## src/rtl/sys_ctrl.sv

```systemverilog
// sys_ctrl: command controller sitting between the UART RX/TX synchronizers
// and the register file / ALU. Parses command frames, issues register-file
// writes/reads and ALU launches, and streams responses back to the UART TX.

module sys_ctrl #(
  parameter int unsigned DATA_WIDTH = 8,
  parameter int unsigned ADDR_WIDTH = 4,
  parameter int unsigned FUN_WIDTH  = 4,
  parameter int unsigned ALU_WIDTH  = 16
) (
  input  logic                  CLK,
  input  logic                  RST,
  input  logic [DATA_WIDTH-1:0] RX_P_DATA,
  input  logic                  RX_D_VLD,
  input  logic [DATA_WIDTH-1:0] RdData,
  input  logic                  RdData_Valid,
  input  logic [ALU_WIDTH-1:0]  ALU_OUT,
  input  logic                  ALU_OUT_VLD,
  input  logic                  TX_Busy,
  output logic                  WrEn,
  output logic                  RdEn,
  output logic [ADDR_WIDTH-1:0] Address,
  output logic [DATA_WIDTH-1:0] WrData,
  output logic                  ALU_EN,
  output logic [FUN_WIDTH-1:0]  ALU_FUN,
  output logic                  CLK_GATE_EN,
  output logic [DATA_WIDTH-1:0] TX_P_DATA,
  output logic                  TX_D_VLD
);

  // Command opcodes (first byte of a frame)
  localparam logic [DATA_WIDTH-1:0] CMD_WR      = DATA_WIDTH'(8'hAA);
  localparam logic [DATA_WIDTH-1:0] CMD_RD      = DATA_WIDTH'(8'hBB);
  localparam logic [DATA_WIDTH-1:0] CMD_ALU_OP  = DATA_WIDTH'(8'hCC);
  localparam logic [DATA_WIDTH-1:0] CMD_ALU_NOP = DATA_WIDTH'(8'hDD);

  // Response bytes are sliced out of the capture buffer
  localparam int unsigned LO_MSB = DATA_WIDTH - 1;
  localparam int unsigned HI_LSB = DATA_WIDTH;
  localparam int unsigned HI_MSB = 2 * DATA_WIDTH - 1;

  typedef enum logic [3:0] {
    IDLE,
    WR_ADDR,
    WR_DATA,
    RD_ADDR,
    RD_WAIT,
    OPA,
    OPB,
    FUN,
    ALU_WAIT,
    TX_LO,
    TX_HI
  } state_t;

  // Per-byte transmit handshake: wait idle -> present byte -> wait accept done
  typedef enum logic [1:0] {
    TXP_WAIT,
    TXP_SEND,
    TXP_DONE
  } tx_phase_t;

  state_t                 state;
  tx_phase_t              tx_phase;
  logic [ALU_WIDTH-1:0]   tx_buf;
  logic                   tx_two;

  // Frame parser, strobe generation and response transmit sequencing
  always_ff @(posedge CLK or negedge RST) begin
    if (!RST) begin
      state       <= IDLE;
      tx_phase    <= TXP_WAIT;
      tx_buf      <= '0;
      tx_two      <= 1'b0;
      WrEn        <= 1'b0;
      RdEn        <= 1'b0;
      Address     <= '0;
      WrData      <= '0;
      ALU_EN      <= 1'b0;
      ALU_FUN     <= '0;
      CLK_GATE_EN <= 1'b0;
      TX_P_DATA   <= '0;
      TX_D_VLD    <= 1'b0;
    end else begin
      // Strobes are single-cycle unless re-asserted below
      WrEn   <= 1'b0;
      RdEn   <= 1'b0;
      ALU_EN <= 1'b0;

      case (state)
        IDLE: begin
          if (RX_D_VLD) begin
            case (RX_P_DATA)
              CMD_WR:      state <= WR_ADDR;
              CMD_RD:      state <= RD_ADDR;
              CMD_ALU_OP:  state <= OPA;
              CMD_ALU_NOP: begin
                state       <= FUN;
                CLK_GATE_EN <= 1'b1;
              end
              default:     state <= IDLE;
            endcase
          end
        end

        WR_ADDR: begin
          if (RX_D_VLD) begin
            Address <= RX_P_DATA[ADDR_WIDTH-1:0];
            state   <= WR_DATA;
          end
        end

        WR_DATA: begin
          if (RX_D_VLD) begin
            WrEn   <= 1'b1;
            WrData <= RX_P_DATA;
            state  <= IDLE;
          end
        end

        RD_ADDR: begin
          if (RX_D_VLD) begin
            Address <= RX_P_DATA[ADDR_WIDTH-1:0];
            RdEn    <= 1'b1;
            state   <= RD_WAIT;
          end
        end

        RD_WAIT: begin
          if (RdData_Valid) begin
            tx_buf   <= ALU_WIDTH'(RdData);
            tx_two   <= 1'b0;
            tx_phase <= TXP_WAIT;
            state    <= TX_LO;
          end
        end

        OPA: begin
          if (RX_D_VLD) begin
            WrEn    <= 1'b1;
            Address <= '0;
            WrData  <= RX_P_DATA;
            state   <= OPB;
          end
        end

        OPB: begin
          if (RX_D_VLD) begin
            WrEn        <= 1'b1;
            Address     <= ADDR_WIDTH'(1);
            WrData      <= RX_P_DATA;
            CLK_GATE_EN <= 1'b1;
            state       <= FUN;
          end
        end

        FUN: begin
          if (RX_D_VLD) begin
            ALU_FUN <= RX_P_DATA[FUN_WIDTH-1:0];
            ALU_EN  <= 1'b1;
            state   <= ALU_WAIT;
          end
        end

        ALU_WAIT: begin
          if (ALU_OUT_VLD) begin
            tx_buf      <= ALU_OUT;
            tx_two      <= 1'b1;
            tx_phase    <= TXP_WAIT;
            CLK_GATE_EN <= 1'b0;
            state       <= TX_LO;
          end
        end

        TX_LO, TX_HI: begin
          case (tx_phase)
            TXP_WAIT: begin
              if (!TX_Busy) begin
                TX_P_DATA <= (state == TX_HI) ? tx_buf[HI_MSB:HI_LSB] : tx_buf[LO_MSB:0];
                TX_D_VLD  <= 1'b1;
                tx_phase  <= TXP_SEND;
              end
            end
            TXP_SEND: begin
              // Hold the request until the transmitter shows it has taken it
              if (TX_Busy) begin
                TX_D_VLD <= 1'b0;
                tx_phase <= TXP_DONE;
              end
            end
            TXP_DONE: begin
              if (!TX_Busy) begin
                tx_phase <= TXP_WAIT;
                state    <= (state == TX_LO && tx_two) ? TX_HI : IDLE;
              end
            end
            default: tx_phase <= TXP_WAIT;
          endcase
        end

        default: state <= IDLE;
      endcase
    end
  end

endmodule

```

## config.mk

```make
export PLATFORM = sky130hd
export DESIGN_NAME = sys_ctrl
export DESIGN_NICKNAME = d
export VERILOG_FILES = /design/src/rtl/sys_ctrl.sv
export SDC_FILE = /design/constraint.sdc
export NUM_CORES = 1
export LEC_CHECK = 0
export BUFFER_PORTS_ARGS = -buffer_cell sky130_fd_sc_hd__buf_2
export CORE_MARGIN = 2
export CORE_UTILIZATION = 57
export DETAILED_ROUTE_END_ITERATION = 6
export PLACE_DENSITY = 0.84
export RECOVER_POWER = 50
export SYNTH_ARGS = -nofsm -noshare
export SYNTH_HDL_FRONTEND = slang
export SYNTH_SLANG_ARGS = --single-unit
export TNS_END_PERCENT = 1
```

## constraint.sdc

```tcl
create_clock -name CLK -period 4.65 [get_ports CLK]
set_clock_uncertainty 0.2 [all_clocks]
set_input_delay 0.465 -clock CLK [delete_from_list [all_inputs] [get_ports CLK]]
set_output_delay 0.465 -clock CLK [all_outputs]
set_load 0.02 [all_outputs]
```

==> flow_summary.yaml <==
run_status:
  outcome: "complete, but fails checks"
  failed_checks: "max-capacitance violations, max-slew violations"
drt:
  first_pass_iters: 4
  drc_errors: 0
  vias: 1909
  wire_per_inst_um: 16.7
  via_per_inst: 5.77
  wl_um: 5540
  antenna_left: 0
  drt_iter0_drc: 85
setup_path:
  critPathLaunchType: "primary input"
  path_cells: "buf_2, clkbuf_1"
  cp-end-kind: "asynchronous set/reset pin"
  crit_family: "buffers and inverters"
  slowest_delay_ns: 1.90
  cp_num_buf_inv: 2
  cp_slowest_cell: "clkbuf_1"
  crit_type: "primary input to asynchronous set/reset pin"
  cp_max_fo: 52
  worstPathRequired_ns: 4.29
  arrival_ns: 2.46
floorplanning:
  rows: 24
  die_area_um2: 5250
  pin_count: 67
  coreArea_um2: 4440
  die_h_um: 72.4
  die_w_um: 72.4
  start_util_pct: 60.1
place:
  place_area_um2: 2970
  routabilityCongestion: 0.822
  dp_hpwl_um: 4030
  io_buffers: 66
grt:
  grt_usage_pct: 22.4
  grt_max_degree: 53
  grt_pass1_vias: 1947
  grt-ovfl-total: 0
  grt_antenna_before_repair: 0
  grt_pass1_wl_um: 9090
pwr:
  ir_drop_uv: 364
  power.total_uw: 1780
  p_int_uw: 1100
  power_leakage_uw: 0.00143
  p_sw_share_pct: 38.4
  power.switching_uw: 684
  powerDensity_nw_per_um2: 589
  combPwrFrac_pct: 42.6
  p_clk_share_pct: 13.3
  seqPwrFrac_pct: 44.1
synth:
  netlist_area_um2: 2670
  synth_cell_types: 50
  yosys_warnings: 0
  seq_area_frac_synth_pct: 48.8
  postSynth.asyncResetShare_pct: 100
  synthCells: 218
  synth_nets: 256
  syn_area_per_cell_um2: 12.2
  synth_seq_cells: 52
  yosysTopAreaCellShare_pct: 48.8
  ys.flop_type: "dfrtp_1"
  synth.area.top_cells: "dfrtp_1 49%, mux2_4 9.0%, mux2_2 7.6%"
  synth-edff-count: 0
  synth_area_leader_cell: "dfrtp_1"
cts:
  cts_root_buf: "clkbuf_8"
  cts_buffer_depth: 2
  cts_buffers: 5
  htree_levels: 2
  post_cts_buffers: 0
  clk_latency_ns: 0.30
  cts.sinks: 52
  path_clk_slew_ns: 0.08
  cts_resized: 0
  ctsHoldBuffers: 0
  cts_tree: "done"
sta:
  setup_viol: 0
  final_hold_viol_count: 0
  rsz0062_at_grt: "no"
  slew_violations: 53
  slew_headroom_pct: -79.5
  worstMarginPinSlew_ns: 2.69
  timing.setup.tns_ns: 0
  fmaxAchievable_ghz: 0.354
  min_period_over_period_pct: 60.7
  period_needed_ns: 2.82
cells_and_area:
  layout-drive-gt1-share_pct: 36.2
  stdcell_area_um2: 3030
  syn_to_final_growth_pct: 13.5
  layout.nets: 317
  n_antenna_cell: 0
flow_run:
  maxCapViolations: 1
worst_hold_path:
  hp-class: "primary input to register"
## power groups by stage
stage               Clock, uW  Combinational, uW  Sequential, uW
detailed placement          0                774             786
finish                    238                760             786
CTS                       246                777             782
floorplan                   0                558             813
global route              259                826             810
global placement            0                745             776
## logic make-up (layout without fill, tap and decap cells)
logic type	after synthesis	in the layout	synth area share, %
mux	42	42	19.6
simple gates	59	59	14.2
buf+inv	18	79	4.64
flops	52	52	48.8
compound gates	43	43	11.2
xor+xnor	4	4	1.59
## cell usage after synthesis, drive strengths merged, types with 4 or more instances
cell type	count
dfrtp	52
mux2	34
o21ai	17
nand2	16
nor2b	12
buf	11
a22o	8
mux2i	8
inv	5
nor2	5
a211o	4
## layer usage
layer / vias to the layer above / global-route usage, % / wire, um
met4: 0 / 7.00 / 83
li1: 903 / - / -
met2: 56 / 38.7 / 2740
met5: - / 0 / 0
met3: 9 / 5.56 / 289
met1: 941 / 27.6 / 2420
## path summary, 6_finish.rpt
path | startpoint | endpoint | slack [ns] | depth (start not counted)
setup reg to reg | state[2] | tx_buf[7] | 2.10 | 4
setup / recovery | RST | TX_P_DATA[1] | 1.83 | 2
hold / removal | ALU_OUT_VLD | CLK_GATE_EN | 0.19 | 2
min in group asynchronous | RST | tx_buf[11] | 0.91 | 2
max in group CLK | state[2] | tx_buf[7] | 2.10 | 4
hold reg to reg | tx_buf[2] | tx_buf[2] | 0.30 | 2
## per-stage QoR
stage / worst slack (ns) / cells / hold WS [ns] / util [%]
after floorplan: 2.86 / 218 / -0.0306 / -
after global placement: 2.20 / 324 / 0.263 / 66.9
after detailed placement: 2.15 / 324 / 0.278 / 66.9
after CTS: 2.14 / 331 / 0.0891 / 68.6
after global routing: 1.13 / 331 / 0.181 / 68.1
final: 1.83 / 331 / 0.190 / 68.1
## layout by cell type (no fill, tap or decap), types with 2 or more instances in the layout
master / instances
dfrtp_1: 52
buf_2: 52
mux2_2: 18
nand2_1: 16
mux2_4: 16
clkbuf_1: 16
o21ai_0: 12
nor2b_1: 11
a22o_1: 8
mux2i_1: 8
inv_1: 5
o21ai_1: 5
clkbuf_8: 5
a211o_1: 4
nor2_1: 4
a21oi_1: 3
nand4_1: 3
nor3b_1: 3
nor3_1: 2
xnor2_1: 2
nand3_1: 2
nand2b_1: 2
o31ai_1: 2
and2_1: 2
## worst reg2reg max path, delay by kind of cell, from the launching register on
family	cells	cell delay, ns
AND/OR/NAND/NOR	2	1.15
flip-flops	1	0.62
multiplexers	1	0.35
AO/OA/AOI/OAI	1	0.09
## cell type report
| cell class | count | area (um2) |
|---|---|---|
| repair buffers | 67 | 317 |
| multi-input cells | 148 | 1250 |
| inverters | 5 | 18.8 |
| flip-flops and latches | 52 | 1300 |
| well taps | 52 | 65.1 |
| clock inverters | 1 | 5.00 |
| fillers | 363 | 1420 |
| clock buffers | 6 | 72.6 |
## sequential cells by signal, summed over array words and instances (netlist names)
register / cells
TX_D_VLD: 1
tx_phase: 2
tx_buf: 16
ALU_FUN: 4
ALU_EN: 1
Address: 4
tx_two: 1
CLK_GATE_EN: 1
WrEn: 1
WrData: 8
state: 4
TX_P_DATA: 8
RdEn: 1
(Power assumes the default switching activity.)
